===== config.mk =====
export PLATFORM = sky130hd
export DESIGN_NAME = battle_resolver
export DESIGN_NICKNAME = d
export VERILOG_FILES = /design/src/rtl/battle_resolver.sv
export SDC_FILE = /design/constraint.sdc
export NUM_CORES = 1
export LEC_CHECK = 0
export BUFFER_PORTS_ARGS = -buffer_cell sky130_fd_sc_hd__buf_4
export CAP_MARGIN = 20
export CORE_ASPECT_RATIO = 0.8
export CORE_MARGIN = 2
export CORE_UTILIZATION = 49
export CTS_BUF_LIST = sky130_fd_sc_hd__clkbuf_16
export DETAILED_ROUTE_END_ITERATION = 10
export GPL_TIMING_DRIVEN = 1
export HOLD_SLACK_MARGIN = 0.15
export PLACE_DENSITY_LB_ADDON = 0.05
export SYNTH_ARGS = -nofsm -noshare
export SYNTH_HDL_FRONTEND = slang
export SYNTH_SLANG_ARGS = --single-unit

===== constraint.sdc =====
create_clock -name clk -period 4.3 [get_ports clk]
set_input_delay 0.215 -clock clk [delete_from_list [all_inputs] [get_ports clk]]
set_output_delay 0.215 -clock clk [all_outputs]
set_load 0.1 [all_outputs]

===== src/rtl/battle_resolver.sv =====
// Per-tick combat sequencer: finds each side's front unit, strobes a move,
// accumulates each side's damage and delivers it to the opposing front unit.
module battle_resolver #(
  parameter int N  = 4,
  parameter int PW = 9,
  parameter int DW = 8
) (
  input  logic            clk,
  input  logic            reset,
  input  logic            tick,
  input  logic [N*PW-1:0] p_pos,
  input  logic [N*2-1:0]  p_type,
  input  logic [N*DW-1:0] p_dmg,
  input  logic [N*PW-1:0] e_pos,
  input  logic [N*2-1:0]  e_type,
  input  logic [N*DW-1:0] e_dmg,
  output logic            move_scen,
  output logic            damage_scen,
  output logic [PW-1:0]   enemy_front,
  output logic [PW-1:0]   player_front,
  output logic [N*DW-1:0] p_damage_in,
  output logic [N*DW-1:0] e_damage_in,
  output logic            busy,
  output logic            tick_overrun
);

  localparam int IW = (N > 1) ? $clog2(N) : 1;
  localparam logic [DW+1:0] SAT = (DW+2)'((1 << DW) - 1);

  typedef enum logic [2:0] {IDLE, SCAN, MOVE, SETTLE, ACCUM, DAMAGE} state_t;

  state_t          state_q, state_d;
  logic [IW-1:0]   idx_q, idx_d;
  logic [PW-1:0]   min_q, min_d, max_q, max_d;
  logic [IW-1:0]   pidx_q, pidx_d, eidx_q, eidx_d;
  logic            pfnd_q, pfnd_d, efnd_q, efnd_d;
  logic [PW-1:0]   pfront_q, pfront_d, efront_q, efront_d;
  logic [IW-1:0]   tgt_p_q, tgt_p_d, tgt_e_q, tgt_e_d;
  logic            has_p_q, has_p_d, has_e_q, has_e_d;
  logic [DW:0]     psum_q, psum_d, esum_q, esum_d;
  logic            ovr_q, ovr_d;

  logic [PW-1:0]   cur_ppos, cur_epos;
  logic            cur_plive, cur_elive;
  logic [DW-1:0]   cur_pdmg, cur_edmg;

  // Saturating accumulate; once the sum reaches the ceiling it stays there.
  function automatic logic [DW:0] sat_add(input logic [DW:0] acc, input logic [DW-1:0] v);
    logic [DW+1:0] s;
    s = {1'b0, acc} + {2'b00, v};
    if (s >= SAT) s = SAT;
    return s[DW:0];
  endfunction

  assign cur_ppos  = p_pos[idx_q*PW +: PW];
  assign cur_epos  = e_pos[idx_q*PW +: PW];
  assign cur_plive = (p_type[idx_q*2 +: 2] != 2'd0);
  assign cur_elive = (e_type[idx_q*2 +: 2] != 2'd0);
  assign cur_pdmg  = p_dmg[idx_q*DW +: DW];
  assign cur_edmg  = e_dmg[idx_q*DW +: DW];

  always_ff @(posedge clk or posedge reset) begin
    if (reset) begin
      state_q  <= IDLE;
      idx_q    <= '0;
      min_q    <= '1;
      max_q    <= '0;
      pidx_q   <= '0;
      eidx_q   <= '0;
      pfnd_q   <= 1'b0;
      efnd_q   <= 1'b0;
      pfront_q <= '1;
      efront_q <= '0;
      tgt_p_q  <= '0;
      tgt_e_q  <= '0;
      has_p_q  <= 1'b0;
      has_e_q  <= 1'b0;
      psum_q   <= '0;
      esum_q   <= '0;
      ovr_q    <= 1'b0;
    end else begin
      state_q  <= state_d;
      idx_q    <= idx_d;
      min_q    <= min_d;
      max_q    <= max_d;
      pidx_q   <= pidx_d;
      eidx_q   <= eidx_d;
      pfnd_q   <= pfnd_d;
      efnd_q   <= efnd_d;
      pfront_q <= pfront_d;
      efront_q <= efront_d;
      tgt_p_q  <= tgt_p_d;
      tgt_e_q  <= tgt_e_d;
      has_p_q  <= has_p_d;
      has_e_q  <= has_e_d;
      psum_q   <= psum_d;
      esum_q   <= esum_d;
      ovr_q    <= ovr_d;
    end
  end

  always_comb begin
    state_d  = state_q;
    idx_d    = idx_q;
    min_d    = min_q;
    max_d    = max_q;
    pidx_d   = pidx_q;
    eidx_d   = eidx_q;
    pfnd_d   = pfnd_q;
    efnd_d   = efnd_q;
    pfront_d = pfront_q;
    efront_d = efront_q;
    tgt_p_d  = tgt_p_q;
    tgt_e_d  = tgt_e_q;
    has_p_d  = has_p_q;
    has_e_d  = has_e_q;
    psum_d   = psum_q;
    esum_d   = esum_q;
    ovr_d    = ovr_q | (tick & (state_q != IDLE));

    unique case (state_q)
      IDLE: begin
        if (tick) begin
          state_d = SCAN;
          idx_d   = '0;
          min_d   = '1;
          max_d   = '0;
          pfnd_d  = 1'b0;
          efnd_d  = 1'b0;
        end
      end
      SCAN: begin
        // First live slot always seeds the search, so a unit sitting at an
        // extreme position is still found; strict compares keep lowest index.
        if (cur_plive && (!pfnd_q || cur_ppos < min_q)) begin
          min_d  = cur_ppos;
          pidx_d = idx_q;
          pfnd_d = 1'b1;
        end
        if (cur_elive && (!efnd_q || cur_epos > max_q)) begin
          max_d  = cur_epos;
          eidx_d = idx_q;
          efnd_d = 1'b1;
        end
        if (idx_q == IW'(N-1)) begin
          pfront_d = pfnd_d ? min_d : '1;
          efront_d = efnd_d ? max_d : '0;
          tgt_p_d  = pidx_d;
          tgt_e_d  = eidx_d;
          has_p_d  = pfnd_d;
          has_e_d  = efnd_d;
          state_d  = MOVE;
        end else begin
          idx_d = idx_q + 1'b1;
        end
      end
      MOVE: state_d = SETTLE;
      SETTLE: begin
        state_d = ACCUM;
        idx_d   = '0;
        psum_d  = '0;
        esum_d  = '0;
      end
      ACCUM: begin
        psum_d = sat_add(psum_q, cur_plive ? cur_pdmg : '0);
        esum_d = sat_add(esum_q, cur_elive ? cur_edmg : '0);
        if (idx_q == IW'(N-1)) state_d = DAMAGE;
        else idx_d = idx_q + 1'b1;
      end
      DAMAGE: state_d = IDLE;
      default: state_d = IDLE;
    endcase
  end

  // Damage buses are forced to zero outside the DAMAGE cycle.
  always_comb begin
    p_damage_in = '0;
    e_damage_in = '0;
    if (state_q == DAMAGE) begin
      for (int i = 0; i < N; i++) begin
        if (has_p_q && tgt_p_q == IW'(i)) p_damage_in[i*DW +: DW] = esum_q[DW-1:0];
        if (has_e_q && tgt_e_q == IW'(i)) e_damage_in[i*DW +: DW] = psum_q[DW-1:0];
      end
    end
  end

  assign move_scen    = (state_q == MOVE);
  assign damage_scen  = (state_q == DAMAGE);
  assign busy         = (state_q != IDLE);
  assign enemy_front  = efront_q;
  assign player_front = pfront_q;
  assign tick_overrun = ovr_q;

endmodule


== Yosys cells after proc, flatten, opt, wreduce, memory -nomap -nowiden ==
Cells that the tools add are included.
W data, S select, Z words.
Operators by class
  $add $sub $neg: 3
  multipliers: 1
  $lt $le $gt $ge: 4
  equality and inequality tests: 16
  shift-type cells: 6
  multiplexer cells: 40
  bitwise gates (word level): 2
  reductions and logical operators: 28
Operators by type and width (number)
  $mux W8: 10
  $mux W9: 8
  $pmux W9 S2: 4
  $shiftx A36 B7 Y9: 2
  $mux W32: 2
  $shiftx A32 B6 Y8: 2
  $add A9 B8 Y10: 2
  $ge A10 B8 Y1 const B: 2
  $shiftx A8 B4 Y2: 2
  $pmux W3 S5: 1
  $eq A2 B2 Y1 const B: 5
  $logic_and A1 B1 Y1: 10
  $gt A9 B9 Y1: 1
  $lt A9 B9 Y1: 1
  $mux W3: 3
  $mux W2: 4
  $ne A2 B2 Y1 const B: 4
  $reduce_bool A2 Y1: 4
  $eq A3 B2 Y1 const B: 2
  $eq A3 B3 Y1 const B: 2
  $mul A2 B4 Y6 const B: 1
  $pmux W2 S3: 1
  $reduce_and A3 Y1: 2
  $reduce_bool A3 Y1: 2
  13 further kinds: 23
Word-level totals
  register bits after elaboration: 72
  logic and storage cells: 117

== Longest topological paths before layout ==
Gate-level depths: netlist of run 1.
  word-level depth: 8
  depth in mapped cells: 14
  depth with buffers taken out: 12

== Least setup slack after synthesis of run 1 ==
Ideal clock, no wire load.
  path type: register -> output
  start point: register state_q[2]
  end point: output port e_damage_in[0]
  arrival time: 3.640 ns
  required time: 4.085 ns
  path slack: 0.445 ns
  stages on the path, launching flop included: 7
  buffers on the path: 3
  cell sequence: dfrtp_1 -> clkbuf_1 -> and3b_1 -> clkbuf_1 -> clkbuf_1 -> nand2_1 -> nor2_1
Between the ends
  longest elaborated chain between the ends: 2
Ends and longest elaborated chain
  from (decl): line 32  | state_t state_q, state_d;
  from (signal assigned): line 82  | state_q <= state_d;
  $eq A3 B3 Y1
  net damage_scen: line 18  | output logic damage_scen,
  $mux W32: line 179  | if (state_q == DAMAGE) begin
  to (decl): line 22  | output logic [N*DW-1:0] e_damage_in,
The timed path passes the listed nets, and every way through them passes these cells.

== Final worst setup path of run 1 ==
  start point: register idx_q[0]
  end point: register esum_q[6]
Between the ends
  longest elaborated chain between the ends: 7
  elaborated cells between the ends (all ways): 8
Ends and longest elaborated chain
  from (decl): line 33  | logic [IW-1:0] idx_q, idx_d;
  from (signal assigned): line 83  | idx_q <= idx_d;
  branches (longest 2 deep; another with $shiftx A32 B6 Y8)
  $mux W8 *: line 166  | esum_d = sat_add(esum_q, cur_elive ? cur_edmg : '0);
  $add A9 B8 Y10 *: line 50  | s = {1'b0, acc} + {2'b00, v};
  $ge A10 B8 Y1: line 51  | if (s >= SAT) s = SAT;
  $mux W9 *: line 51
  $pmux W9 S2 *: line 121  | unique case (state_q)
  to (signal assigned): line 97  | esum_q <= esum_d;
  to (decl): line 40  | logic [DW:0] psum_q, psum_d, esum_q, esum_d;
Mark *: on every way between the ends.
A chain may end at the register's enable or synchronous reset.

==> summary.md, run 1 <==
| Metric | Value |
|---|---|
| Status | completed |
| Clock tree buffer depth | 2 |
| Final setup margin | between 400 and 500 ps |
| EDFF count, synth | 0 |
| P_sw | ~3.1 mW |
| Setup bufs post-CTS | 0 |
| Seq pwr share | 0.226 |
| Minimum clock period after layout | roughly 3900 ps |
| Site Rows | 35 |
| Yosys reg bits | 72 |
| Setup slack at placement | slightly above 500 ps |
| Pint | 2.97 mW |
| Register area | 0.00183 mm² |
| Layout cell share with drive strength beyond 1 | 0.388 |
| Residual DRC | 0 |
| Diode count | 0 |
| IO Count | 241 |
| Setup TNS | 0 ps |
| Slew Limit Headroom | 0.498 |
| Post-Syn Area | roughly 0.0057 mm² |
| Clock Sinks | roughly 70 |
| Clk_lat worst skew | 340 ps |
| CTS root buf | clkbuf_16 |
| Core area | ~0.011 mm² |
| Critical Path Fanout Max | 15 |
| Comb pwr share | 0.655 |
| All-Layer GR Usage | 0.279 |
| Drt first pass iters | 5 |
| H-tree lvl count | 3 |
| Synthesized area per cell | 9.28 µm² |
| Worst Path Arrival | around 4100 ps |
| Vias per cell | 5.87 |
| Sequential share of the synthesized area | 0.320 |
| Hold WC Path Type | input port to flip-flop |
| Drt total wl | 17800 µm |
| CTS clock-pin slew for the worst setup and hold paths | about 60 ps |
| Post-synthesis cell type count | 56 |
| Nets | around 1.0k |
| Vias in the first global route | 5652 |
| Die X-Extent | 125 µm |
| Multi-input gate area | around 0.0036 mm² |
| Slew @ Worst Pin | 752 ps |
| Power per Cell Area | about 760 mW/mm² |
| CP startpoint kind | flip-flop |
| Syn. warnings | 0 |
| Final-report setup violation count | 0 |
| Clk pwr share | 0.120 |
| Mapped Cells | 615 |
| Post-route ant nets | 0 |
| Global-route wire length before repair | approximately 28000 µm |
| Final Hold Viols | 0 |
| Synth-to-Final Area Change | 39.6% |
| Via count | 5864 |
| Peak supply drop | 361 µV |
| Clock skew | 12.4 ps |
| Largest net degree at the start of global routing | 50 |
| Initial Util | 0.499 |
| Max-slew violations | 0 |
| Fill cells | 915 |
| Fmax | around 260 MHz |
| Iteration-0 DRC Markers | 370 |
| RSZ-0062 raised after global routing | no |
| Max-cap check violation count | 0 |
| CP Capture Type | flip-flop |
| Asr flop ratio synth | 1.00 |
| Cts bufs inserted | 9 |
| Tcrit/Tclk final | 0.902 |
| Hpwl dp | 13600 µm |
| Main flop type after synthesis | dfrtp_1 |
| Die Area | around 0.013 mm² |
| Post-Syn Nets | slightly above 800 |
| GRT Residual Overflow | 0 |
| Sw Ratio | 0.512 |
| Port bufs | 240 |
| CP required | ~4500 ps |
| Die H | around 100 µm |
| P_leak | about 3.7 nW |
| GPL Wtd Cong | around 0.9 |
| WL/cell | 17.8 µm |
| Critical path type | flip-flop to flip-flop |
| CTS tree | yes |
| Initial antenna violation count | 0 |
| Setup slack, reg-to-reg | ~420 ps |
## sequential cells by signal, summed over array words and instances, names as in the netlist
| register | count |
|---|---|
| enemy_front | 9 |
| has_p_q | 1 |
| player_front | 9 |
| tgt_e_q | 2 |
| psum_q | 9 |
| tgt_p_q | 2 |
| min_q | 9 |
| max_q | 9 |
| eidx_q | 2 |
| has_e_q | 1 |
| pfnd_q | 1 |
| tick_overrun | 1 |
| state_q | 3 |
| pidx_q | 2 |
| esum_q | 9 |
| idx_q | 2 |
| efnd_q | 1 |
## worst max-delay path, cell delays in order, from the launching register on
cell	delay, ps
dfrtp_2	580
buf_4	280
nor3_1	210
a211o_1	200
nand2b_1	210
and2_1	220
ha_1	220
fa_1	420
a21oi_1	190
o211ai_1	200
a211oi_1	320
a41oi_1	90
o21a_1	310
a221o_1	300
## power groups by stage
stage	Combinational, mW	Clock [mW]	Sequential, mW
finish	3.99	0.729	1.37
floorplan	2.55	0	1.85
detailed placement	3.95	0	1.37
CTS	3.97	0.739	1.37
global route	4.35	0.766	1.42
global placement	3.86	0	1.36
## synthesized netlist by cell type, types with 3 or more instances
cell type,number,share of area
nor2_1,114,0.075
dfrtp_1,54,0.24
nand2_1,39,0.026
a21oi_1,35,0.031
ha_1,34,0.075
mux4_2,34,0.13
inv_1,24,0.016
clkbuf_1,23,0.015
nand3_1,23,0.020
dfstp_2,18,0.083
o21ai_0,17,0.015
a221o_1,16,0.028
and2_1,13,0.014
o211ai_1,13,0.017
nand2b_1,11,0.012
nor2b_1,11,0.012
a22o_1,10,0.015
nor3_1,10,0.0088
buf_2,9,0.0079
o22a_1,9,0.014
a211oi_1,8,0.011
a221oi_1,8,0.012
a21o_1,7,0.0092
o21a_1,6,0.0079
xnor2_1,6,0.0092
and4_1,5,0.0077
xor2_1,5,0.0077
a211o_1,4,0.0061
and3_1,4,0.0044
nand3b_1,4,0.0053
buf_1,3,0.0020
mux2_2,3,0.0059
nor3b_1,3,0.0039
nor4_1,3,0.0033
or3_1,3,0.0033
## layer usage
layer,global-route usage,vias up,routed length [µm]
li1,-,2746,-
met1,0.377,2866,7690
met5,0,-,0
met2,0.475,225,8850
met3,0.0531,27,1020
met4,0.0631,0,231
## layout make-up
type	instances	share of cell area
Timing Repair Buffer	256	0.243
Clock buffer	9	0.0283
Sequential cell	72	0.229
Clock inverter	7	0.00722
Multi-Input combinational cell	483	0.457
Inverter	24	0.0113
Tap cell	148	0.0232
## per-stage QoR
stage	hold slack (ps)	utilization	cells	instance area (µm²)	power (mW)
after global routing	389	0.697	999	7970	6.53
after floorplan	332	-	615	5710	4.39
after CTS	180	0.694	997	7940	6.08
after detailed placement	453	0.669	980	7640	5.32
after global placement	442	0.669	980	7640	5.22
final	376	0.697	999	7970	6.09
## placed cells by master (no fill, tap or decap), types with 7 or more instances in the layout
master     instances
o21ai_0           17
nor3_1            10
ha_1              34
o22a_1             9
nand3_1           23
nor2_1           114
and2_1            13
a211oi_1           8
a221o_1           16
dfstp_2           18
clkbuf_16          9
o211ai_1          13
mux4_2            34
nand2_1           39
a21oi_1           35
a21o_1             7
a22o_1            10
a221oi_1           8
nand2b_1          11
nor2b_1           11
inv_1             26
dfrtp_1           52
buf_4            253
## repair_timing
item,CTS,global route
resized for setup,0,0
hold endpoints to repair,1,3
hold buffers,1,1
setup endpoints to repair,0,0
## cell families (layout without fill, tap and decap cells)
kind of cell,count (synthesis),after routing,share of synthesized area
AO/OA/AOI/OAI,150,150,0.194
XOR/XNOR,11,11,0.0169
adder cells (fa/ha/maj),36,36,0.0816
buffers and inverters,60,296,0.0428
flip-flops,72,72,0.320
multiplexers,38,38,0.142
AND/OR/NAND/NOR,248,248,0.203
## final timing paths
check                                       start                      to  cells after the start
hold reg to reg            tick_overrun$_DFF_PP0_  tick_overrun$_DFF_PP0_                      1
max in group asynchronous                   reset    idx_q[1]$_DFFE_PP0P_                      5
min in group asynchronous                   reset   psum_q[2]$_DFFE_PP0P_                      3
setup reg to reg             idx_q[0]$_DFFE_PP0P_   esum_q[6]$_DFFE_PP0P_                     13
setup / recovery             idx_q[0]$_DFFE_PP0P_   esum_q[6]$_DFFE_PP0P_                     13
hold / removal                          p_pos[35]    min_q[8]$_DFFE_PP1P_                      3
(Power assumes the default switching activity.)
==> run 2, diff against run 1 <==
- CORE_UTILIZATION: 49 -> 45
==> summary.md, run 2 (synthesis results as in run 1) <==
| Metric | Value |
|---|---|
| Status | completed |
| Setup TNS | 0 ps |
| GPL Wtd Cong | around 0.94 |
| Vias per cell | between 5 and 6 |
| Fin area | 0.00804 mm² |
| Multi-input gate area | 0.00365 mm² |
| WL/cell | 17.6 µm |
| RSZ-0062 raised after global routing | no |
| GRT Residual Overflow | 0 |
| Synth-to-Final Area Change | 40.9% |
| Fill cells | 1007 |
| CTS root buf | clkbuf_16 |
| Fin util | 0.654 |
| Seq pwr share | 0.219 |
| Max-slew violations | 0 |
| Comb pwr share | 0.646 |
| Critical Path Fanout Max | 18 |
| Setup bufs post-CTS | 0 |
| CP Capture Type | flip-flop |
| IO Count | 241 |
| Diode count | 0 |
| Layout cell share with drive strength beyond 1 | 0.394 |
| Max-cap check violation count | 0 |
| Die Area | between 0.01 and 0.015 mm² |
| Clock tree buffer depth | 2 |
| Initial antenna violation count | 0 |
| Most common cell after layout, fill and taps aside | buf_4 |
| Power per Cell Area | between 700 and 800 mW/mm² |
| Final-report setup violation count | 0 |
| Critical path type | flip-flop to flip-flop |
| Dpl cells | ~1k |
| Setup slack, reg-to-reg | 630 ps |
| Post-route insts no fill | 1022 |
| Most frequent cells in the layout | 253 x buf_4, 113 x nor2_1, 52 x dfrtp_1, 39 x nand2_1, 35 x a21oi_1 |
| Slew @ Worst Pin | about 860 ps |
| CP startpoint kind | flip-flop |
| Peak supply drop | 391 µV |
| Port bufs | between 200 and 250 |
| R2R Path Start | idx_q[0]$_DFFE_PP0P_ |
| Tcrit/Tclk final | 0.854 |
| Critical path origin | idx_q[0]$_DFFE_PP0P_ |
| Site Rows | 36 |
| Largest net degree at the start of global routing | 40 |
| Worst Path Arrival | 3890 ps |
| CTS tree | yes |
| Hpwl dp | around 14000 µm |
| Final Hold Viols | 0 |
| Cts bufs inserted | 9 |
| Sw Ratio | 0.506 |
| Cells along the critical path | buf_4 > mux4_2 > and2_1 > ha_1 > fa_1 > a21oi_1 > o211ai_1 > a211oi_1 > a41oi_1 > o21a_1 > a221o_1 |
| Iteration-0 DRC Markers | 477 |
| Initial Util | 0.464 |
| Pint | a little over 3 mW |
| CTS clock-pin slew for the worst setup and hold paths | 60 ps |
| All-Layer GR Usage | 0.263 |
| Post-route ant nets | 0 |
| Drt first pass iters | 4 |
| Via count | 5804 |
| Die X-Extent | 130 µm |
| Slew Limit Headroom | 0.426 |
| H-tree lvl count | 3 |
| P_sw | between 3 and 4 mW |
| Slowest cell on crit path | dfrtp_2 |
| CP top delay family | compound AO/OA/AOI/OAI gates |
| Hold WC Path Type | input port to flip-flop |
| Clock skew | 8.28 ps |
| Nets | 1037 |
| Clk_lat worst skew | ~340 ps |
| Slowest stage delay, CP | 630 ps |
| Total power | 6.21 mW |
| Fmax | 272 MHz |
| Global-route wire length before repair | between 20000 and 30000 µm |
| Residual DRC | 0 |
| CP required | 4520 ps |
| Clock Sinks | 72 |
| Hold Startpoint | e_pos[6] |
| Core area | 0.0123 mm² |
| Drt total wl | 18000 µm |
| Placement Cell Area | 0.00769 mm² |
| Clk pwr share | 0.135 |
| P_leak | 3.74 nW |
| Vias in the first global route | 5618 |
| Minimum clock period after layout | 3670 ps |
| Die H | 105 µm |
| Register area | roughly 0.0018 mm² |
| Buffers & Inverters on Critical Path | 1 |
[run 2: cell count changes in the layout (fill, tap and decap cells not counted), sizes merged]
cell      before  now
clkinvlp       1    0
inv           27   25
clkinv         2    3
clkbuf         9   11
[run 2: final cells by class]
type                    instances  share of cell area
repair buffers                256               0.240
inverters                      24              0.0112
well taps                     171              0.0266
flip-flops and latches         72               0.227
multi-input cells             483               0.453
clock inverters                 5             0.00731
clock buffers                  11              0.0342
[run 2: stage by stage]
stage,hold WS [ps],setup slack [ps]
2_1_floorplan,332,445
3_3_place_gp,439,752
3_5_place_dp,450,657
4_1_cts,363,629
5_1_grt,370,357
6_report,369,628
[run 2: repair_timing]
item,in CTS,in global routing
hold buffers,2,0
gates resized for setup,0,0
endpoints found under the hold margin,25,0
[run 2: path summary, 6_finish.rpt]
check / end / cells past startpoint
worst max register to register: esum_q[5]$_DFFE_PP0P_ / 11
worst max-delay path: esum_q[5]$_DFFE_PP0P_ / 11
worst min register to register: tick_overrun$_DFF_PP0_ / 1
worst min-delay path: max_q[6]$_DFFE_PP0P_ / 3
min in group asynchronous: pidx_q[0]$_DFFE_PP0P_ / 3
max in group asynchronous: player_front[1]$_DFFE_PP1P_ / 4
[run 2: worst reg2reg max path, delay by kind of cell, from the launching register on]
family                   cells  cell delay, ps
AO/OA/AOI/OAI                6            1320
adder cells (fa/ha/maj)      2             630
flip-flops                   1             630
AND/OR/NAND/NOR              1             170
multiplexers                 1             520
buffers and inverters        1             280
[run 2: power groups by stage]
stage          registers [mW]  logic, mW  clock network (mW)
2_1_floorplan            1.85       2.55                   0
3_3_place_gp             1.35       3.91                   0
3_5_place_dp             1.36       3.98                   0
4_1_cts                  1.36       4.00               0.848
5_1_grt                  1.41       4.32               0.881
6_report                 1.36       4.01               0.838
[run 2: routing by layer]
| layer | track usage | wire [µm] | share of wire |
|---|---|---|---|
| met4 | 0.0507 | 208 | 0.012 |
| met2 | 0.417 | 8670 | 0.48 |
| met3 | 0.0527 | 967 | 0.054 |
| met1 | 0.376 | 8160 | 0.45 |
| met5 | 0 | 0 | 0 |
==> run 3, diff against run 2 <==
- PLACE_DENSITY: default -> 0.85
- PLACE_DENSITY_LB_ADDON: 0.05 -> default
==> summary.md, run 3 (synthesis results as in run 1) <==
| Metric | Value |
|---|---|
| Most common cell after layout, fill and taps aside | buf_4 |
| GPL Wtd Cong | 0.892 |
| Setup TNS | 0 ps |
| Slew Limit Headroom | 0.380 |
| Residual DRC | 0 |
| WL/cell | 17.1 µm |
| Slowest cell on crit path | dfrtp_2 |
| Clock tree buffer depth | 2 |
| Most common cell on crit path | nand2b_1 |
| Vias in the first global route | around 5.5k |
| CP Capture Type | flip-flop |
| Status | completed |
| Largest net degree at the start of global routing | 45 |
| H-tree lvl count | 3 |
| CTS tree | yes |
| Initial Util | 0.464 |
| Layout cell share with drive strength beyond 1 | 0.387 |
| RSZ-0062 raised after global routing | no |
| CTS root buf | clkbuf_16 |
| Slowest stage delay, CP | 710 ps |
| Hold WC Path Type | input port to flip-flop |
| Clock skew | slightly below 5 ps |
| CTS Hold Buffers Added | 2 |
| Multi-input gate area | 0.00365 mm² |
| Iteration-0 DRC Markers | between 400 and 500 |
| Drt first pass iters | 5 |
| Most frequent cells in the layout | 250 x buf_4, 113 x nor2_1, 52 x dfrtp_1, 39 x nand2_1, 35 x a21oi_1 |
| Vias per cell | 5.71 |
| Fin util | 0.648 |
| Total power | around 6 mW |
| Initial antenna violation count | 0 |
| P_leak | 3.70 nW |
| Dpl cells | 1001 |
| Peak supply drop | 549 µV |
| Hpwl dp | 13500 µm |
| Clock Sinks | 72 |
| CP top delay family | compound AO/OA/AOI/OAI gates |
| Critical Path Fanout Max | 19 |
| Clk_lat worst skew | ~330 ps |
| Setup bufs post-CTS | 0 |
| Slew @ Worst Pin | 930 ps |
| Hold slack | 385 ps |
| Cts bufs inserted | 9 |
| Nets | 1034 |
| Final-report setup violation count | 0 |
| Critical path type | flip-flop to flip-flop |
| Via count | roughly 5.8k |
| Diode count | 0 |
| Global-route wire length before repair | 27800 µm |
| Max-slew violations | 0 |
| Fill cells | 1036 |
| Fmax | 260 MHz |
| CTS clock-pin slew for the worst setup and hold paths | around 60 ps |
| Register area | 0.00183 mm² |
| Final Hold Viols | 0 |
| Synth-to-Final Area Change | 39.6% |
| Minimum clock period after layout | 3840 ps |
| IO Count | 241 |
| Die Area | approximately 0.014 mm² |
| Post-route insts no fill | 1019 |
| Cells along the critical path | nand2b_1 > o22ai_1 > nand2b_1 > and2_1 > ha_1 > fa_1 > a21oi_1 > o211ai_1 > a211oi_1 > a41oi_1 > o21a_1 > a221o_1 |
| Drt total wl | 17500 µm |
| Post-route ant nets | 0 |
| CP startpoint kind | flip-flop |
| CP required | 4510 ps |
| Power per Cell Area | between 700 and 800 mW/mm² |
| Tcrit/Tclk final | 0.893 |
| Worst Path Arrival | 4050 ps |
| # resized after CTS | 0 |
| Die H | 105 µm |
| Site Rows | 36 |
| Die X-Extent | ~130 µm |
| Core area | 0.0123 mm² |
| Port bufs | 240 |
| Buffers & Inverters on Critical Path | 0 |
| GRT Residual Overflow | 0 |
| Max-cap check violation count | 0 |
| All-Layer GR Usage | 0.257 |
run 3: cell types whose count changed in the layout (fill, tap and decap cells not counted), sizes merged:
cell / previous run / this run
buf: 254 / 251
clkbuf: 11 / 10
clkinv: 3 / 4
bufinv: 1 / 0
inv: 25 / 26
run 3: worst paths after layout:
path / from / slack [ps] / cells past startpoint / end
worst min-delay path: e_pos[4] / 390 / 3 / max_q[4]$_DFFE_PP0P_
min in group asynchronous: reset / 650 / 3 / psum_q[6]$_DFFE_PP0P_
max in group asynchronous: reset / 2670 / 4 / player_front[2]$_DFFE_PP1P_
worst max register to register: idx_q[0]$_DFFE_PP0P_ / 460 / 12 / esum_q[6]$_DFFE_PP0P_
worst max-delay path: idx_q[0]$_DFFE_PP0P_ / 460 / 12 / esum_q[6]$_DFFE_PP0P_
worst min register to register: tick_overrun$_DFF_PP0_ / 460 / 1 / tick_overrun$_DFF_PP0_
run 3: layer usage:
metal  track usage  routed length, µm
met4        0.0622                185
met5             0                  0
met3        0.0538               1360
met1         0.348               7300
met2         0.423               8610
run 3: final cells by class:
| type | count | share of cell area |
|---|---|---|
| clock buffer | 10 | 0.0314 |
| clock inverter | 6 | 0.00314 |
| inverter | 24 | 0.0113 |
| multi-input combinational | 483 | 0.458 |
| sequential | 72 | 0.229 |
| tap | 171 | 0.0268 |
| timing repair buffer | 253 | 0.241 |
run 3: worst reg2reg max path, stage by stage, from the launching register on:
cell,delay [ps]
dfrtp_2,710
nand2b_1,210
o22ai_1,140
nand2b_1,410
and2_1,260
ha_1,210
fa_1,400
a21oi_1,200
o211ai_1,190
a211oi_1,280
a41oi_1,90
o21a_1,310
a221o_1,300
run 3: metrics by stage:
step | cell area (µm²) | setup WS [ps]
finish | 7970 | 461
global route | 7970 | 153
CTS | 7970 | 464
detailed placement | 7670 | 470
global placement | 7670 | 618
floorplan | 5710 | 445
run 3: where the power goes:
part | switching, mW | internal, mW | total, mW
Clock | 0.277 | 0.415 | 0.692
Sequential | 0.355 | 1.02 | 1.38
Combinational | 2.44 | 1.51 | 3.95
